<file path="src/rtl/mmd_divider_ctrl_pkg.sv">
// mmd_pkg: shared widths, ratio limits and FSM state type for the MMD divider controller.
package mmd_pkg;

    localparam int CNT_W   = 6;
    localparam int MIN_DIV = 2;
    localparam int MAX_DIV = 63;

    localparam logic [CNT_W-1:0] CNT_ZERO = {CNT_W{1'b0}};
    localparam logic [CNT_W-1:0] CNT_ONE  = {{(CNT_W-1){1'b0}}, 1'b1};

    typedef enum logic {
        IDLE  = 1'b0,
        COUNT = 1'b1
    } mmd_state_e;

endpackage

</file>
<file path="src/rtl/mmd_divider_ctrl_ratio_sat.sv">
// mmd_ratio_sat: BASE_DIV + n_int + MASH offset at signed 8-bit width, clamped to [MIN_DIV, MAX_DIV].
module mmd_ratio_sat
    import mmd_pkg::*;
#(
    parameter int BASE_DIV = 16
) (
    input  logic [3:0]       n_int,
    input  logic [3:0]       mash_out,
    output logic [CNT_W-1:0] ratio,
    output logic             clamped
);

    localparam logic signed [7:0] MIN_RAW = 8'(MIN_DIV);
    localparam logic signed [7:0] MAX_RAW = 8'(MAX_DIV);

    logic signed [7:0] raw_s;

    // Sum and saturate; the 8-bit range covers -8..70 without wrapping
    always_comb begin
        raw_s   = 8'(BASE_DIV) + {4'b0000, n_int} + {{4{mash_out[3]}}, mash_out};
        ratio   = CNT_W'(raw_s);
        clamped = 1'b0;
        if (raw_s < MIN_RAW) begin
            ratio   = CNT_W'(MIN_DIV);
            clamped = 1'b1;
        end else if (raw_s > MAX_RAW) begin
            ratio   = CNT_W'(MAX_DIV);
            clamped = 1'b1;
        end else begin
            clamped = 1'b0;
        end
    end

endmodule

</file>
<file path="src/rtl/mmd_divider_ctrl.sv">
// mmd_divider_ctrl: multi-modulus divider controller; tick marks each N-cycle period boundary.
// Define MMD_DUTY50_EN for a ceil(N/2)-high div_clk; otherwise div_clk is a one-cycle pulse.
module mmd_divider_ctrl
    import mmd_pkg::*;
#(
    parameter int BASE_DIV = 16
) (
    input  logic       clk,
    input  logic       rst,
    input  logic       en,
    input  logic [3:0] n_int,
    input  logic [3:0] mash_out,
    output logic       tick,
    output logic       div_clk,
    output logic [5:0] ratio_q,
    output logic       sat
);

    mmd_state_e       state_r;
    logic [CNT_W-1:0] cnt_r;
    logic [CNT_W-1:0] ratio_q_r;
    logic [CNT_W-1:0] ratio_s;
    logic             tick_r;
    logic             sat_r;
    logic             div_clk_r;
    logic             clamped_s;
    logic             load_s;
    logic             div_next_s;

    mmd_ratio_sat #(
        .BASE_DIV (BASE_DIV)
    ) u_ratio_sat (
        .n_int    (n_int),
        .mash_out (mash_out),
        .ratio    (ratio_s),
        .clamped  (clamped_s)
    );

    // Period boundary: first enabled cycle out of IDLE, or count exhausted while running
    always_comb begin
        load_s = 1'b0;
        if (en && ((state_r == IDLE) || (cnt_r == CNT_ZERO))) begin
            load_s = 1'b1;
        end else begin
            load_s = 1'b0;
        end
    end

`ifdef MMD_DUTY50_EN
    // High while the remaining count is at least floor(N/2), i.e. the first ceil(N/2) cycles
    always_comb begin
        div_next_s = 1'b0;
        if (en && (state_r == COUNT)) begin
            div_next_s = (cnt_r >= {1'b0, ratio_q_r[CNT_W-1:1]});
        end else begin
            div_next_s = 1'b0;
        end
    end
`else
    // Tick delayed by one cycle, suppressed as soon as the divider is frozen
    always_comb begin
        div_next_s = 1'b0;
        if (en && (state_r == COUNT)) begin
            div_next_s = tick_r;
        end else begin
            div_next_s = 1'b0;
        end
    end
`endif

    // Divider FSM with registered tick, sat, ratio_q and div_clk
    always_ff @(posedge clk) begin
        if (rst) begin
            state_r   <= IDLE;
            cnt_r     <= CNT_ZERO;
            ratio_q_r <= CNT_ZERO;
            tick_r    <= 1'b0;
            sat_r     <= 1'b0;
            div_clk_r <= 1'b0;
        end else begin
            div_clk_r <= div_next_s;
            if (load_s) begin
                state_r   <= COUNT;
                cnt_r     <= ratio_s - CNT_ONE;
                ratio_q_r <= ratio_s;
                tick_r    <= 1'b1;
                sat_r     <= clamped_s;
            end else begin
                tick_r <= 1'b0;
                sat_r  <= 1'b0;
                case (state_r)
                    COUNT: begin
                        if (!en) begin
                            state_r <= IDLE;
                        end else begin
                            cnt_r <= cnt_r - CNT_ONE;
                        end
                    end
                    IDLE: begin
                        state_r <= IDLE;
                    end
                    default: begin
                        state_r <= IDLE;
                    end
                endcase
            end
        end
    end

    assign tick    = tick_r;
    assign sat     = sat_r;
    assign div_clk = div_clk_r;
    assign ratio_q = ratio_q_r;

endmodule

</file>
<file path="config.mk">
export PLATFORM = sky130hd
export DESIGN_NAME = mmd_divider_ctrl
export DESIGN_NICKNAME = d
export VERILOG_FILES = /design/src/rtl/mmd_divider_ctrl_pkg.sv /design/src/rtl/mmd_divider_ctrl_ratio_sat.sv /design/src/rtl/mmd_divider_ctrl.sv
export SDC_FILE = /design/constraint.sdc
export NUM_CORES = 1
export LEC_CHECK = 0
export CORE_MARGIN = 1
export CORE_UTILIZATION = 28
export DETAILED_ROUTE_END_ITERATION = 10
export PLACE_DENSITY = 0.57
export SYNTH_ARGS = -nofsm -noshare
export SYNTH_HDL_FRONTEND = slang
export SYNTH_SLANG_ARGS = --single-unit
</file>
<file path="constraint.sdc">
create_clock -name clk -period 3.9 [get_ports clk]
set_input_delay 0.78 -clock clk [delete_from_list [all_inputs] [get_ports clk]]
set_output_delay 0.78 -clock clk [all_outputs]
set_load 0.02 [all_outputs]
</file>
==> results.py <==
metrics = {
    "clock_tree": {
        "clk_pin_slew_ps": 70,
        "clk_root_buffer_cell": "sky130_fd_sc_hd__clkbuf_8",
        "clock_sinks": 16,
        "clock_tree.buffer_depth": 2,
        "cts_post_setup_buffers_inserted": 0,
        "cts_tree": "done",
        "maximum_level_of_the_cts_h_tree": 1,
        "cts_hold_repair.buffers": 0,
        "clkLatencyLatePin_ps": 260,
        "post_cts_resized": 0,
        "numCtsBuffers": 3,
    },
    "grt": {
        "grt_pass1_vias": 959,
        "gr-usage-met1": 0.1648,
        "grt_antenna_before_repair": 0,
        "grt_util_all_layers": 0.1418,
        "gr-total-overflow": 0,
        "grt_max_degree": 17,
        "global_route.peak_usage_layer": "met2",
        "first_pass_grt_wire_length_um": 4360,
        "grt_use_met3": 0.03080,
        "global_route.usage.met2": 0.2301,
    },
    "power_and_ir_drop": {
        "power_switching_mw": 0.1940,
        "internal_mw": 0.3729,
        "seq_power_share": 0.364,
        "vdd_drop_max_v": 0.0001080,
        "pwr-share-clk": 0.266,
        "combPwrFrac": 0.370,
        "power_per_unit_of_standard_cell_area_mw_per_mm2": 412.7,
        "static_leakage_nw": 0.5173,
        "p_sw_frac": 0.3423,
    },
    "yosys": {
        "synthesis.nets": 136,
        "synthesis.yosys.warnings": 0,
        "synth_seq_cells": 16,
        "yosysTopAreaCell": "sky130_fd_sc_hd__dfxtp_1",
        "synth_area_leaders": "sky130_fd_sc_hd__dfxtp_1 30%, sky130_fd_sc_hd__ha_1 7.1%, sky130_fd_sc_hd__nor2_1 5.3%, sky130_fd_sc_hd__a21oi_1 4.7%, sky130_fd_sc_hd__a211oi_1 3.5%",
        "yosys_most_used_dff": "sky130_fd_sc_hd__dfxtp_1",
        "cell_count_after_synthesis": 118,
        "yosysSeqAreaShare": 0.3008,
        "syn_area_mm2": 0.001065,
        "synth-edff-count": 0,
        "yosysUniqueCellTypes": 48,
        "synth_async_sr_flop_share": 0,
        "synthDominantCellAreaShare": 0.3008,
        "syn_area_per_cell_um2": 9.023,
    },
    "timing": {
        "finalHoldViolations": 0,
        "max_freq_mhz": 280.5,
        "relSlewSlack": 0.6326,
        "count_of_final_max_slew_check_failures": 0,
        "final_min_period_over_clock_period": 0.9142,
        "rsz0062_at_grt": "no",
        "tightest_slew_ps": 549.4,
        "final_setup_fails": 0,
        "clock_skew_ps": 2.654,
        "final_period_minus_worst_setup_slack_ps": 3566,
        "setup_total_negative_slack_ps": 0,
    },
    "drt": {
        "post_drt_wl_per_cell_um": 12.82,
        "route.detailed.drc": 0,
        "vias": 943,
        "final_antenna_violating_net_count": 0,
        "routed_wirelength_um": 2423,
        "detail_route.first_pass.iterations": 3,
        "via_per_inst": 4.989,
        "detail_route.iter0.violations": 37,
    },
    "floorplan": {
        "floorplan.die.width_um": 63.67,
        "core_area_mm2": 0.003661,
        "y_dimension_of_the_die_um": 63.67,
        "num_rows": 22,
        "ioPinCount": 20,
        "floorplan.initialDensity": 0.2908,
        "design.die.area_mm2": 0.004053,
    },
    "critical_path": {
        "critPathRequiredTime_ps": 4040,
        "crit_start": "n_int[0]",
        "timing.critical_path.arrival_ps": 3700,
        "crit_type": "input port to flop",
        "critical_path.max_fanout": 6,
        "endpoint_kind": "flop",
        "r2r_start": "cnt_r[2]",
        "critical_path.startpoint_type": "input port",
    },
    "min_path": {
        "min-delay-path-class": "flop to flop",
        "timing.hold.worst.start": "ratio_q[5]",
    },
    "finish": {
        "finalNetCount": 160,
        "fin_area_mm2": 0.001374,
        "final_layout_size_suffix_gt1_frac": 0.1489,
        "fill_cells": 393,
        "n_antenna_cell": 0,
        "synthToLayoutAreaGrowth_pct": 29.02,
    },
    "status": {
        "run_status": "completed",
    },
    "placement": {
        "io_buffer_count": 19,
        "detailedPlacementHpwl_um": 1944,
        "placement.cell_area_mm2": 0.001319,
        "gpl.final_weighted_congestion": 0.7762,
    },
    "job": {
        "max_cap_viol_count": 0,
    },
}
-- final cells by class --
class	count	area (um^2)	share of cell area
clock buffer	4	55.05	0.04007
tap	48	60.06	0.04372
inverter	4	15.01	0.01093
sequential	16	320.3	0.2332
multi-input combinational	95	710.7	0.5173
timing repair buffer	22	212.7	0.1548
-- placed cells by master (no fill, tap or decap), drive strengths merged, types with 3 or more instances in the layout --
cell type and count:
clkbuf 4, nand2b 4, o21a 3, nand2 3, ha 6, xnor2 4, nor2 16, inv 4
dfxtp 16, o21ai 5, a21oi 12, nor4 3, nor3 4, clkdlybuf4s50 19, buf 3, a211oi 5
-- worst paths after layout --
kind,endpoint,slack [ps],cells after the start
setup reg to reg,cnt_r[4],1850,9
hold / removal,ratio_q[5],460,2
hold reg to reg,ratio_q[5],460,2
setup / recovery,cnt_r[4],330,13
-- power groups by stage --
stage | registers (mW) | clock network, mW | logic (mW)
after floorplan | 0.218 | 0 | 0.137
after global placement | 0.209 | 0 | 0.207
after detailed placement | 0.210 | 0 | 0.211
after CTS | 0.207 | 0.154 | 0.212
after global routing | 0.210 | 0.165 | 0.232
final | 0.207 | 0.151 | 0.210
-- stage by stage --
stage | total power, mW | std cells | hold slack [ps] | worst slack [ps] | utilization
CTS | 0.5719 | 189 | 459.7 | 321.3 | 0.3753
floorplan | 0.3549 | 118 | 483.9 | 692.9 | -
global route | 0.6070 | 189 | 487.6 | 133.5 | 0.3753
finish | 0.5669 | 189 | 456.3 | 334.5 | 0.3753
detailed placement | 0.4210 | 185 | 451.0 | 67.70 | 0.3602
global placement | 0.4167 | 185 | 453.7 | 155.8 | 0.3602
-- state kept, by name, summed over array words and instances, names as in the netlist --
name	count
state_r	1
div_clk	1
cnt_r	6
tick	1
sat	1
ratio_q	6
-- metal layers --
metal	vias to the layer above	wire length (um)	share of wire
met5	-	0	0
met4	0	73	0.030
met3	5	84	0.035
met2	19	1137	0.47
met1	439	1127	0.47
li1	480	-	-
-- cells in the mapped netlist, types with 2 or more instances --
cell type / count
sky130_fd_sc_hd__nor3_1: 3
sky130_fd_sc_hd__xnor2_1: 3
sky130_fd_sc_hd__nand2_1: 3
sky130_fd_sc_hd__a31oi_1: 2
sky130_fd_sc_hd__buf_4: 2
sky130_fd_sc_hd__a211oi_1: 5
sky130_fd_sc_hd__nand3b_1: 2
sky130_fd_sc_hd__o21ai_0: 5
sky130_fd_sc_hd__ha_1: 6
sky130_fd_sc_hd__a21oi_2: 2
sky130_fd_sc_hd__nand2b_1: 4
sky130_fd_sc_hd__o211ai_1: 2
sky130_fd_sc_hd__nor2_1: 15
sky130_fd_sc_hd__inv_1: 4
sky130_fd_sc_hd__a21oi_1: 10
sky130_fd_sc_hd__dfxtp_1: 16
sky130_fd_sc_hd__o21a_1: 3
-- critical path, cell delays in order --
cell and delay (ps):
sky130_fd_sc_hd__clkdlybuf4s50_1 400, sky130_fd_sc_hd__ha_1 220, sky130_fd_sc_hd__fa_1 440, sky130_fd_sc_hd__a211oi_1 310
sky130_fd_sc_hd__mux2_2 410, sky130_fd_sc_hd__a21boi_4 170, sky130_fd_sc_hd__nor3_4 70, sky130_fd_sc_hd__a2bb2oi_2 160
sky130_fd_sc_hd__ha_1 250, sky130_fd_sc_hd__nand2_1 100, sky130_fd_sc_hd__nor2_1 50, sky130_fd_sc_hd__a31oi_1 210
sky130_fd_sc_hd__o221ai_2 120
-- kinds of logic after synthesis --
logic type,share of synthesized area
simple gates,0.2362
compound gates,0.2738
flops,0.3008
buf+inv,0.03172
fa+ha+maj,0.08931
xor+xnor,0.04819
mux,0.01998
Power figures use the tool's default switching activity.
